### src/rtl/coherent_bus_n.sv
// Snooping bus: NUM_CPUS direct-mapped write-back caches over one shared memory, MSI coherence, round-robin arbitration.
// Define COHERENT_BUS_MESI_EN to add the Exclusive state (MESI): lone read misses install E, E->M upgrades are silent.
module coherent_bus_n #(
  parameter int NUM_CPUS = 2,
  parameter int ADDR_W   = 3,
  parameter int DATA_W   = 4,
  parameter int LINES    = 4
) (
  input  logic                       clock,
  input  logic                       resetn,
  input  logic [NUM_CPUS-1:0]        execute,
  input  logic [NUM_CPUS-1:0]        instruction,
  input  logic [NUM_CPUS*ADDR_W-1:0] address,
  input  logic [NUM_CPUS*DATA_W-1:0] data_in,
  output logic [NUM_CPUS*DATA_W-1:0] data_out,
  output logic [NUM_CPUS-1:0]        done,
  output logic [NUM_CPUS*2-1:0]      line_state,
  output logic                       busy
);

  localparam int CPU_W     = $clog2(NUM_CPUS);
  localparam int IDX_W     = (LINES > 1) ? $clog2(LINES) : 1;
  localparam int MEM_WORDS = 1 << ADDR_W;

  localparam logic [1:0] ST_I = 2'b00;
  localparam logic [1:0] ST_S = 2'b01;
  localparam logic [1:0] ST_M = 2'b11;
`ifdef COHERENT_BUS_MESI_EN
  localparam logic [1:0] ST_E = 2'b10;
  localparam int CNT_W = $clog2(NUM_CPUS + 1);
`endif

  typedef enum logic [2:0] {
    S_IDLE,
    S_LOOKUP,
    S_EVICT,
    S_SNOOP,
    S_FILL,
    S_COMPLETE
  } fsm_e;

  fsm_e fsm_q, fsm_d;

  // Request capture
  logic [NUM_CPUS-1:0] exec_q;
  logic [NUM_CPUS-1:0] pend_q;
  logic [NUM_CPUS-1:0] op_q;
  logic [ADDR_W-1:0]   req_addr_q [NUM_CPUS];
  logic [DATA_W-1:0]   req_data_q [NUM_CPUS];
  logic [DATA_W-1:0]   dout_q     [NUM_CPUS];
  logic [NUM_CPUS-1:0] done_q;

  // Caches keep the full line address (tag and index) so victim write-back needs no reassembly
  logic [1:0]          st_q        [NUM_CPUS][LINES];
  logic [ADDR_W-1:0]   line_addr_q [NUM_CPUS][LINES];
  logic [DATA_W-1:0]   line_data_q [NUM_CPUS][LINES];
  logic [DATA_W-1:0]   mem_q       [MEM_WORDS];

  logic [CPU_W-1:0]    rr_q;
  logic [CPU_W-1:0]    cur_q;
  logic                miss_q;
`ifdef COHERENT_BUS_MESI_EN
  logic [CNT_W-1:0]    shr_cnt_q;
`endif

  logic [NUM_CPUS-1:0] rise;
  logic                gnt_vld;
  logic [CPU_W-1:0]    gnt_id;
  logic                cur_op;
  logic [ADDR_W-1:0]   cur_addr;
  logic [DATA_W-1:0]   cur_data;
  logic [IDX_W-1:0]    cur_idx;
  logic [1:0]          cur_st;
  logic                cur_hit;
  logic [NUM_CPUS-1:0] hold;
  logic                wb_vld;
  logic [DATA_W-1:0]   wb_dat;
  logic [1:0]          rd_fill_st;
  logic [CPU_W-1:0]    rr_next;

  function automatic logic [IDX_W-1:0] idx_of(input logic [ADDR_W-1:0] a);
    return IDX_W'(int'(a) % LINES);
  endfunction

  assign rise     = execute & ~exec_q;
  assign busy     = (fsm_q != S_IDLE);
  assign done     = done_q;
  assign cur_op   = op_q[cur_q];
  assign cur_addr = req_addr_q[cur_q];
  assign cur_data = req_data_q[cur_q];
  assign cur_idx  = idx_of(cur_addr);
  assign cur_st   = st_q[cur_q][cur_idx];
  assign cur_hit  = (cur_st != ST_I) && (line_addr_q[cur_q][cur_idx] == cur_addr);
  assign rr_next  = CPU_W'((int'(cur_q) + 1) % NUM_CPUS);

`ifdef COHERENT_BUS_MESI_EN
  assign rd_fill_st = (shr_cnt_q == '0) ? ST_E : ST_S;
`else
  assign rd_fill_st = ST_S;
`endif

  always_comb begin
    gnt_vld = 1'b0;
    gnt_id  = '0;
    for (int k = 0; k < NUM_CPUS; k++) begin
      if (!gnt_vld && pend_q[(int'(rr_q) + k) % NUM_CPUS]) begin
        gnt_vld = 1'b1;
        gnt_id  = CPU_W'((int'(rr_q) + k) % NUM_CPUS);
      end
    end
  end

  // Other caches holding the requested address; at most one of them can be M
  always_comb begin
    hold   = '0;
    wb_vld = 1'b0;
    wb_dat = '0;
    for (int j = 0; j < NUM_CPUS; j++) begin
      if ((CPU_W'(j) != cur_q) && (st_q[j][cur_idx] != ST_I) &&
          (line_addr_q[j][cur_idx] == cur_addr)) begin
        hold[j] = 1'b1;
        if (st_q[j][cur_idx] == ST_M) begin
          wb_vld = 1'b1;
          wb_dat = line_data_q[j][cur_idx];
        end
      end
    end
  end

  always_comb begin
    line_state = '0;
    data_out   = '0;
    for (int i = 0; i < NUM_CPUS; i++) begin
      line_state[i*2 +: 2]          = st_q[i][idx_of(req_addr_q[i])];
      data_out[i*DATA_W +: DATA_W] = dout_q[i];
    end
  end

  always_ff @(posedge clock or negedge resetn) begin
    if (!resetn) fsm_q <= S_IDLE;
    else         fsm_q <= fsm_d;
  end

  always_comb begin
    fsm_d = fsm_q;
    case (fsm_q)
      S_IDLE:   if (gnt_vld) fsm_d = S_LOOKUP;
      S_LOOKUP: begin
        if (cur_hit) begin
          if (!cur_op)              fsm_d = S_COMPLETE;
          else if (cur_st == ST_M)  fsm_d = S_COMPLETE;
`ifdef COHERENT_BUS_MESI_EN
          else if (cur_st == ST_E)  fsm_d = S_COMPLETE;
`endif
          else                      fsm_d = S_SNOOP;
        end else if (cur_st == ST_M) begin
          fsm_d = S_EVICT;
        end else begin
          fsm_d = S_SNOOP;
        end
      end
      S_EVICT:    fsm_d = S_SNOOP;
      S_SNOOP:    fsm_d = miss_q ? S_FILL : S_COMPLETE;
      S_FILL:     fsm_d = S_COMPLETE;
      S_COMPLETE: fsm_d = S_IDLE;
      default:    fsm_d = S_IDLE;
    endcase
  end

  always_ff @(posedge clock or negedge resetn) begin
    if (!resetn) begin
      exec_q <= '0;
      pend_q <= '0;
      op_q   <= '0;
      done_q <= '0;
      rr_q   <= '0;
      cur_q  <= '0;
      miss_q <= 1'b0;
`ifdef COHERENT_BUS_MESI_EN
      shr_cnt_q <= '0;
`endif
      for (int i = 0; i < NUM_CPUS; i++) begin
        req_addr_q[i] <= '0;
        req_data_q[i] <= '0;
        dout_q[i]     <= '0;
        for (int l = 0; l < LINES; l++) begin
          st_q[i][l]        <= ST_I;
          line_addr_q[i][l] <= '0;
          line_data_q[i][l] <= '0;
        end
      end
      for (int m = 0; m < MEM_WORDS; m++) mem_q[m] <= '0;
    end else begin
      exec_q <= execute;
      for (int i = 0; i < NUM_CPUS; i++) begin
        if (rise[i] && !pend_q[i] && !(busy && (cur_q == CPU_W'(i)))) begin
          pend_q[i]     <= 1'b1;
          op_q[i]       <= instruction[i];
          req_addr_q[i] <= address[i*ADDR_W +: ADDR_W];
          req_data_q[i] <= data_in[i*DATA_W +: DATA_W];
          done_q[i]     <= 1'b0;
        end
      end

      case (fsm_q)
        S_IDLE: begin
          if (gnt_vld) begin
            pend_q[gnt_id] <= 1'b0;
            cur_q          <= gnt_id;
          end
        end
        S_LOOKUP: miss_q <= !cur_hit;
        S_EVICT: begin
          mem_q[line_addr_q[cur_q][cur_idx]] <= line_data_q[cur_q][cur_idx];
          st_q[cur_q][cur_idx]               <= ST_I;
        end
        S_SNOOP: begin
          if (wb_vld) mem_q[cur_addr] <= wb_dat;
          for (int j = 0; j < NUM_CPUS; j++) begin
            if (hold[j]) st_q[j][cur_idx] <= cur_op ? ST_I : ST_S;
          end
`ifdef COHERENT_BUS_MESI_EN
          shr_cnt_q <= CNT_W'($countones(hold));
`endif
        end
        S_FILL: begin
          line_addr_q[cur_q][cur_idx] <= cur_addr;
          line_data_q[cur_q][cur_idx] <= mem_q[cur_addr];
        end
        S_COMPLETE: begin
          if (cur_op) begin
            line_addr_q[cur_q][cur_idx] <= cur_addr;
            line_data_q[cur_q][cur_idx] <= cur_data;
            st_q[cur_q][cur_idx]        <= ST_M;
          end else begin
            dout_q[cur_q] <= line_data_q[cur_q][cur_idx];
            if (miss_q) st_q[cur_q][cur_idx] <= rd_fill_st;
          end
          done_q[cur_q] <= 1'b1;
          rr_q          <= rr_next;
        end
        default: ;
      endcase
    end
  end

endmodule

### config.mk
export PLATFORM = sky130hd
export DESIGN_NAME = coherent_bus_n
export DESIGN_NICKNAME = d
export VERILOG_FILES = /design/src/rtl/coherent_bus_n.sv
export SDC_FILE = /design/constraint.sdc
export NUM_CORES = 1
export LEC_CHECK = 0
export ABC_AREA = 1
export CORE_ASPECT_RATIO = 0.75
export CORE_MARGIN = 2
export CORE_UTILIZATION = 50
export DETAILED_ROUTE_END_ITERATION = 10
export PLACE_DENSITY = 0.72
export SLEW_MARGIN = 0
export SYNTH_ARGS = -nofsm -noshare
export SYNTH_HDL_FRONTEND = slang
export SYNTH_SLANG_ARGS = --single-unit
export TNS_END_PERCENT = 100
### constraint.sdc
create_clock -name clock -period 2.8 [get_ports clock]
set_input_delay 0.56 -clock clock [delete_from_list [all_inputs] [get_ports clock]]
set_output_delay 0.56 -clock clock [all_outputs]
set_load 0.01 [all_outputs]
### Word level (Yosys, flattened, before mapping)

Index checks and enable logic that the tools add are counted.

| cells by class | value |
|---|---|
| muxes and demuxes | 128 |
| $lt $le $gt $ge | 16 |
| equality and inequality tests | 17 |
| add/sub/neg operators | 2 |
| reduce and logical (&&, ||, !) cells | 38 |
| bitwise operators | 20 |

Operators by type and width:

| kind | count |
|---|---|
| $bwmux 32 | 4 |
| $pmux 32 s2 | 2 |
| $mux 16 | 6 |
| $mux 4 | 19 |
| $mux 32 | 2 |
| $mux 12 | 4 |
| $mux 8 | 6 |
| $pmux 16 s3 | 1 |
| $pmux 24 s2 | 1 |
| $mux 3 | 14 |
| $mux 2 | 14 |
| $mux 1 | 26 |
| $bmux 4 s2 | 3 |
| $bwmux 24 | 1 |
| $bwmux 8 | 3 |
| $demux 4 s3 | 2 |
| $mux 24 | 1 |
| $bmux 2 s2 | 5 |
| $bmux 3 s2 | 3 |
| $logic_and 1x1->1 | 18 |
| $and 16x16->16 | 1 |
| $demux 16 s1 | 1 |
| $not 16->16 | 1 |
| $or 16x16->16 | 1 |
| 43 further kinds | 82 |

| storage, ports and cells | value |
|---|---|
| logic and storage cells | 268 |
| register bits after elaboration | 140 |
| output and inout port bits | 15 |
| input bits | 20 |

### Longest topological paths before layout

| depth | value |
|---|---|
| word-level depth | 17 |
| gate-level depth with buffers | 18 |
| mapped depth without buffers | 17 |

### Worst setup path before layout

Ideal clock, no wire load.

| timing | value |
|---|---|
| path kind | register to register |
| start | register cur_q |
| end | register mem_q[15] (netlist name) |
| slack | 790 ps |
| buffers on the path | 2 |
| data required time | 2683 ps |
| arrival time | 1894 ps |
| library setup time | 117 ps |
| stages on the path, launching flop included | 17 |
| period minus slack after synthesis | 2010 ps |
| cell sequence | dfrtp_1 > buf_6 > inv_4 > nand2_1 > nand2_2 > buf_4 > nand2_1 > nand2_1 > nand2_1 > nand2_2 > nand4_2 > nand2_1 > nand2_4 > nand2_4 > nand2_2 > nand2_1 > nand2_1 |

| on the way | value |
|---|---|
| word-level cells in the longest chain between the ends | 17 |
| elaborated cells on any way between the ends | 72 |
| those cells by class | 4 x order compare; 5 x eq/ne; 49 x mux; 5 x bitwise; 9 x reduce/logical |

Ends and longest elaborated chain:

| what | line | text |
|---|---|---|
| from (decl) | 60 | `logic [CPU_W-1:0] cur_q;` |
| from (signal assigned) | 209 | `cur_q <= gnt_id;` |
| parallel branches: the longest is 17 deep, another holds $ge 4x4->1 | - |  |
| to (signal, indexed assignment) | 214 | `mem_q[line_addr_q[cur_q][cur_idx]] <= line_data_q[cur_q][cur_idx];` |
| to (signal, indexed assignment) | 218 | `if (wb_vld) mem_q[cur_addr] <= wb_dat;` |
| to (decl) | 57 | `logic [DATA_W-1:0] mem_q [MEM_WORDS];` |

Several ways; the timed one is not identified. The select of a mux whose other input is x is not followed.
A chain may end at the register's enable or synchronous reset.

### Final worst setup path

| timing | value |
|---|---|
| start | register cur_q |
| end | register mem_q[11] (netlist name) |

The elaborated chain is that of the path after synthesis.

==> summary.md <==
| Metric | Value |
|---|---|
| # setup viols final | 0 |
| Routed WL per cell | 18.3 um |
| I/O Buffers | 34 |
| Reg clk slew, reported paths | 0.07 ns |
| Placed cell area | 9120 um^2 |
| Core Area | between 15000 and 20000 um^2 |
| Fin. max-slew vios | 0 |
| Seq pwr share | between 20% and 30% |
| Yosys cell types | 44 |
| Final hold violations | 0 |
| Post-DRT Antenna Nets | 0 |
| Final instance area | 9810 um^2 |
| Cell internal pwr | slightly below 0.006 W |
| Most frequent cells in the layout | nand2_1, dfrtp_1, nor2_1 |
| CP Launch Type | flip-flop |
| Comb pwr share | around 54% |
| P_leak | 4.81 nW |
| Drt pass-1 iters | 7 |
| R2r startpoint | cur_q$_DFFE_PN0P_ |
| Post-synth EDFFs | 0 |
| Period utilization | a little over nine tenths |
| First-pass GRT wire length | around 43 mm |
| Drt initial violations | around 1100 |
| CP Data Required Time | 3.17 ns |
| FP Rows | slightly above 40 |
| Vias in the first global route | 7915 |
| Overflow after GRT | 0 |
| Status | completed |
| WL final | between 20 and 30 mm |
| ANT cells | 0 |
| Maximum Capacitance Violations | 0 |
| Yosys warnings | 0 |
| Maximum VDD drop | 0.000473 V |
| Min Tclk post-route | ~2.7 ns |
| Proportion of layout cells with a drive suffix above 1 | approximately an eighth |
| Global Route Usage Sum | about a third |
| DR vias | 8487 |
| Syn nets | 1203 |
| Cells after Synth | between 1000 and 1500 |
| Synthesized area | between 8000 and 9000 um^2 |
| Crit Path Max Fanout | 11 |
| Synthesized flop and latch total | between 100 and 150 |
| Post-Syn Area per Cell | 7.12 um^2 |
| Post-layout util | between 50 and 60% |
| Psw | roughly 0.0059 W |
| Headroom to the max-slew limit | between 40 and 50% |
| Die Wd | between 150 and 200 um |
| # H-tree levels | 4 |
| CP Capture Type | flip-flop |
| Worst slew pin tran | 0.856 ns |
| Vias per cell | ~5.8 |
| Post-place setup slack | approximately 0.078 ns |
| Setup TNS | 0 ns |
| Crit Path Class | flip-flop to flip-flop |
| Gpl congestion | between 1 and 1.5 |
| Die Area | around 18000 um^2 |
| Clock network fraction of total power | 19.7% |
| Post-route DRC | 0 |
| CTS tree | yes |
| Critical Path Source | cur_q$_DFFE_PN0P_ |
| Hold/Removal Path Class | input port to asynchronous set/reset pin |
| Inserted Clock Buffers | 17 |
| Max Fclk | around 380 MHz |
| CTS Buffer Depth | 2 |
| Clock sinks | between 100 and 150 |
| # fillers | between 1500 and 2000 |
| Half-perimeter wire length after placement | around 19 mm |
| Switching Fraction | 50.4% |
| Initial Utilization | 50.5% |
| Die Ht | approximately 120 um |
| Clock Skews | roughly 0.01 ns |
| # IOs | 35 |
| Post-CTS Hold Buffers | 0 |
| Layout net count | 1259 |
| RSZ-0062 raised after global routing | true |
| Power Density | roughly 1200 nW/um^2 |
| Crit path arrival time | roughly 3.0 ns |
| Area delta synth->final | 16.4% |
| Synth async-reset ratio | between 90% and 100% |
| Largest net degree at the start of global routing | 67 |
| Most common cell after layout, fill and taps aside | nand2_1 |
| Root Buffer | clkbuf_16 |
| Register area share after synthesis | about two fifths |
| Initial antenna violation count | 0 |
| Clk Latency, worst-skew pair | approximately 0.44 ns |
| Main flop type after synthesis | dfrtp_1 |
| Setup ws final | between 0.1 and 0.15 ns |
[registers in the layout, summed over array words and instances, names as in the netlist, 2 cells and up]
register and flops:
req_data_q 8, exec_q 2, line_data_q 32, req_addr_q 6, line_addr_q 24, done 2
st_q 16, data_out 8, pend_q 2, op_q 2, mem_q 32, fsm_q 3
[critical path, cell delays in order (launching register included)]
cell	delay, ns
dfrtp_2	0.44
inv_4	0.11
nand2_2	0.09
nand2_4	0.09
nand2_2	0.23
inv_2	0.18
nand2_1	0.09
nand2_1	0.05
nor2_1	0.27
nor2_1	0.09
nor2_2	0.20
nand3_1	0.10
nand2_1	0.28
nand3_1	0.14
nand2_1	0.08
nand2_1	0.06
nand2_1	0.06
[cell usage after synthesis, drive strengths merged (4+ instances only)]
master | n | area [um^2]
nor3 | 6 | 30.0
nor2 | 141 | 592
clkbuf | 18 | 67.6
a22o | 21 | 184
o211ai | 4 | 30.0
a21oi | 60 | 334
buf | 20 | 143
mux2 | 11 | 124
nand4 | 19 | 165
nand2 | 399 | 1580
inv | 110 | 415
o21ai | 120 | 604
nand3 | 77 | 385
dfrtp | 140 | 3500
o22ai | 14 | 87.6
[stage by stage]
step | total power [W] | instances | hold slack, ns
floorplan | 0.00701 | 1183 | 0.264
global placement | 0.00892 | 1431 | 0.456
detailed placement | 0.00898 | 1431 | 0.464
CTS | 0.0113 | 1463 | 0.0757
global route | 0.0124 | 1467 | 0.0860
finish | 0.0117 | 1467 | 0.0577
[cell families (layout without fill, tap and decap cells)]
logic type,Yosys count,after routing,synth area share (%)
XOR/XNOR,1,1,0.104
multiplexers,12,12,1.59
AND/OR/NAND/NOR,647,647,33.1
AO/OA/AOI/OAI,233,233,16.1
flip-flops,140,140,41.6
buffers and inverters,150,219,7.51
[worst paths after layout]
check	to	slack (ns)	cells past startpoint
min in group clock	done[0]$_DFF_PN0_	0.47	2
setup / recovery	mem_q[11]$_DFFE_PN0P_	0.15	16
hold reg to reg	done[0]$_DFF_PN0_	0.47	2
max in group asynchronous	line_data_q[0]$_DFFE_PN0P_	1.99	2
hold / removal	op_q[0]$_DFFE_PN0P_	0.06	1
setup reg to reg	mem_q[11]$_DFFE_PN0P_	0.15	16
[per-layer routing]
layer	share of wire, %	vias up	global-route usage (%)
li1	-	3976	-
met1	45	3913	46.3
met2	41	540	44.6
met3	12	58	8.57
met4	1.8	0	11.2
met5	0	-	0
[cell type report]
type | count | area (um^2) | area share [%]
clock buffer | 17 | 425 | 4.34
tap | 215 | 269 | 2.74
inverter | 112 | 423 | 4.31
clock inverter | 15 | 176 | 1.80
sequential | 140 | 3500 | 35.7
multi-input combinational | 893 | 4330 | 44.2
timing repair buffer | 75 | 678 | 6.92
[power groups by stage]
stage	logic (W)	registers, W	clock network, W
floorplan	0.00409	0.00291	0
global placement	0.00590	0.00302	0
detailed placement	0.00595	0.00303	0
CTS	0.00599	0.00301	0.00233
global route	0.00689	0.00310	0.00242
finish	0.00638	0.00303	0.00231
[what timing repair did]
item	4_1_cts	5_1_grt
gates resized for setup	0	12
setup endpoints to repair	0	67
buffers inserted	0	4
Note: power is estimated with default switching activity, not from simulation.
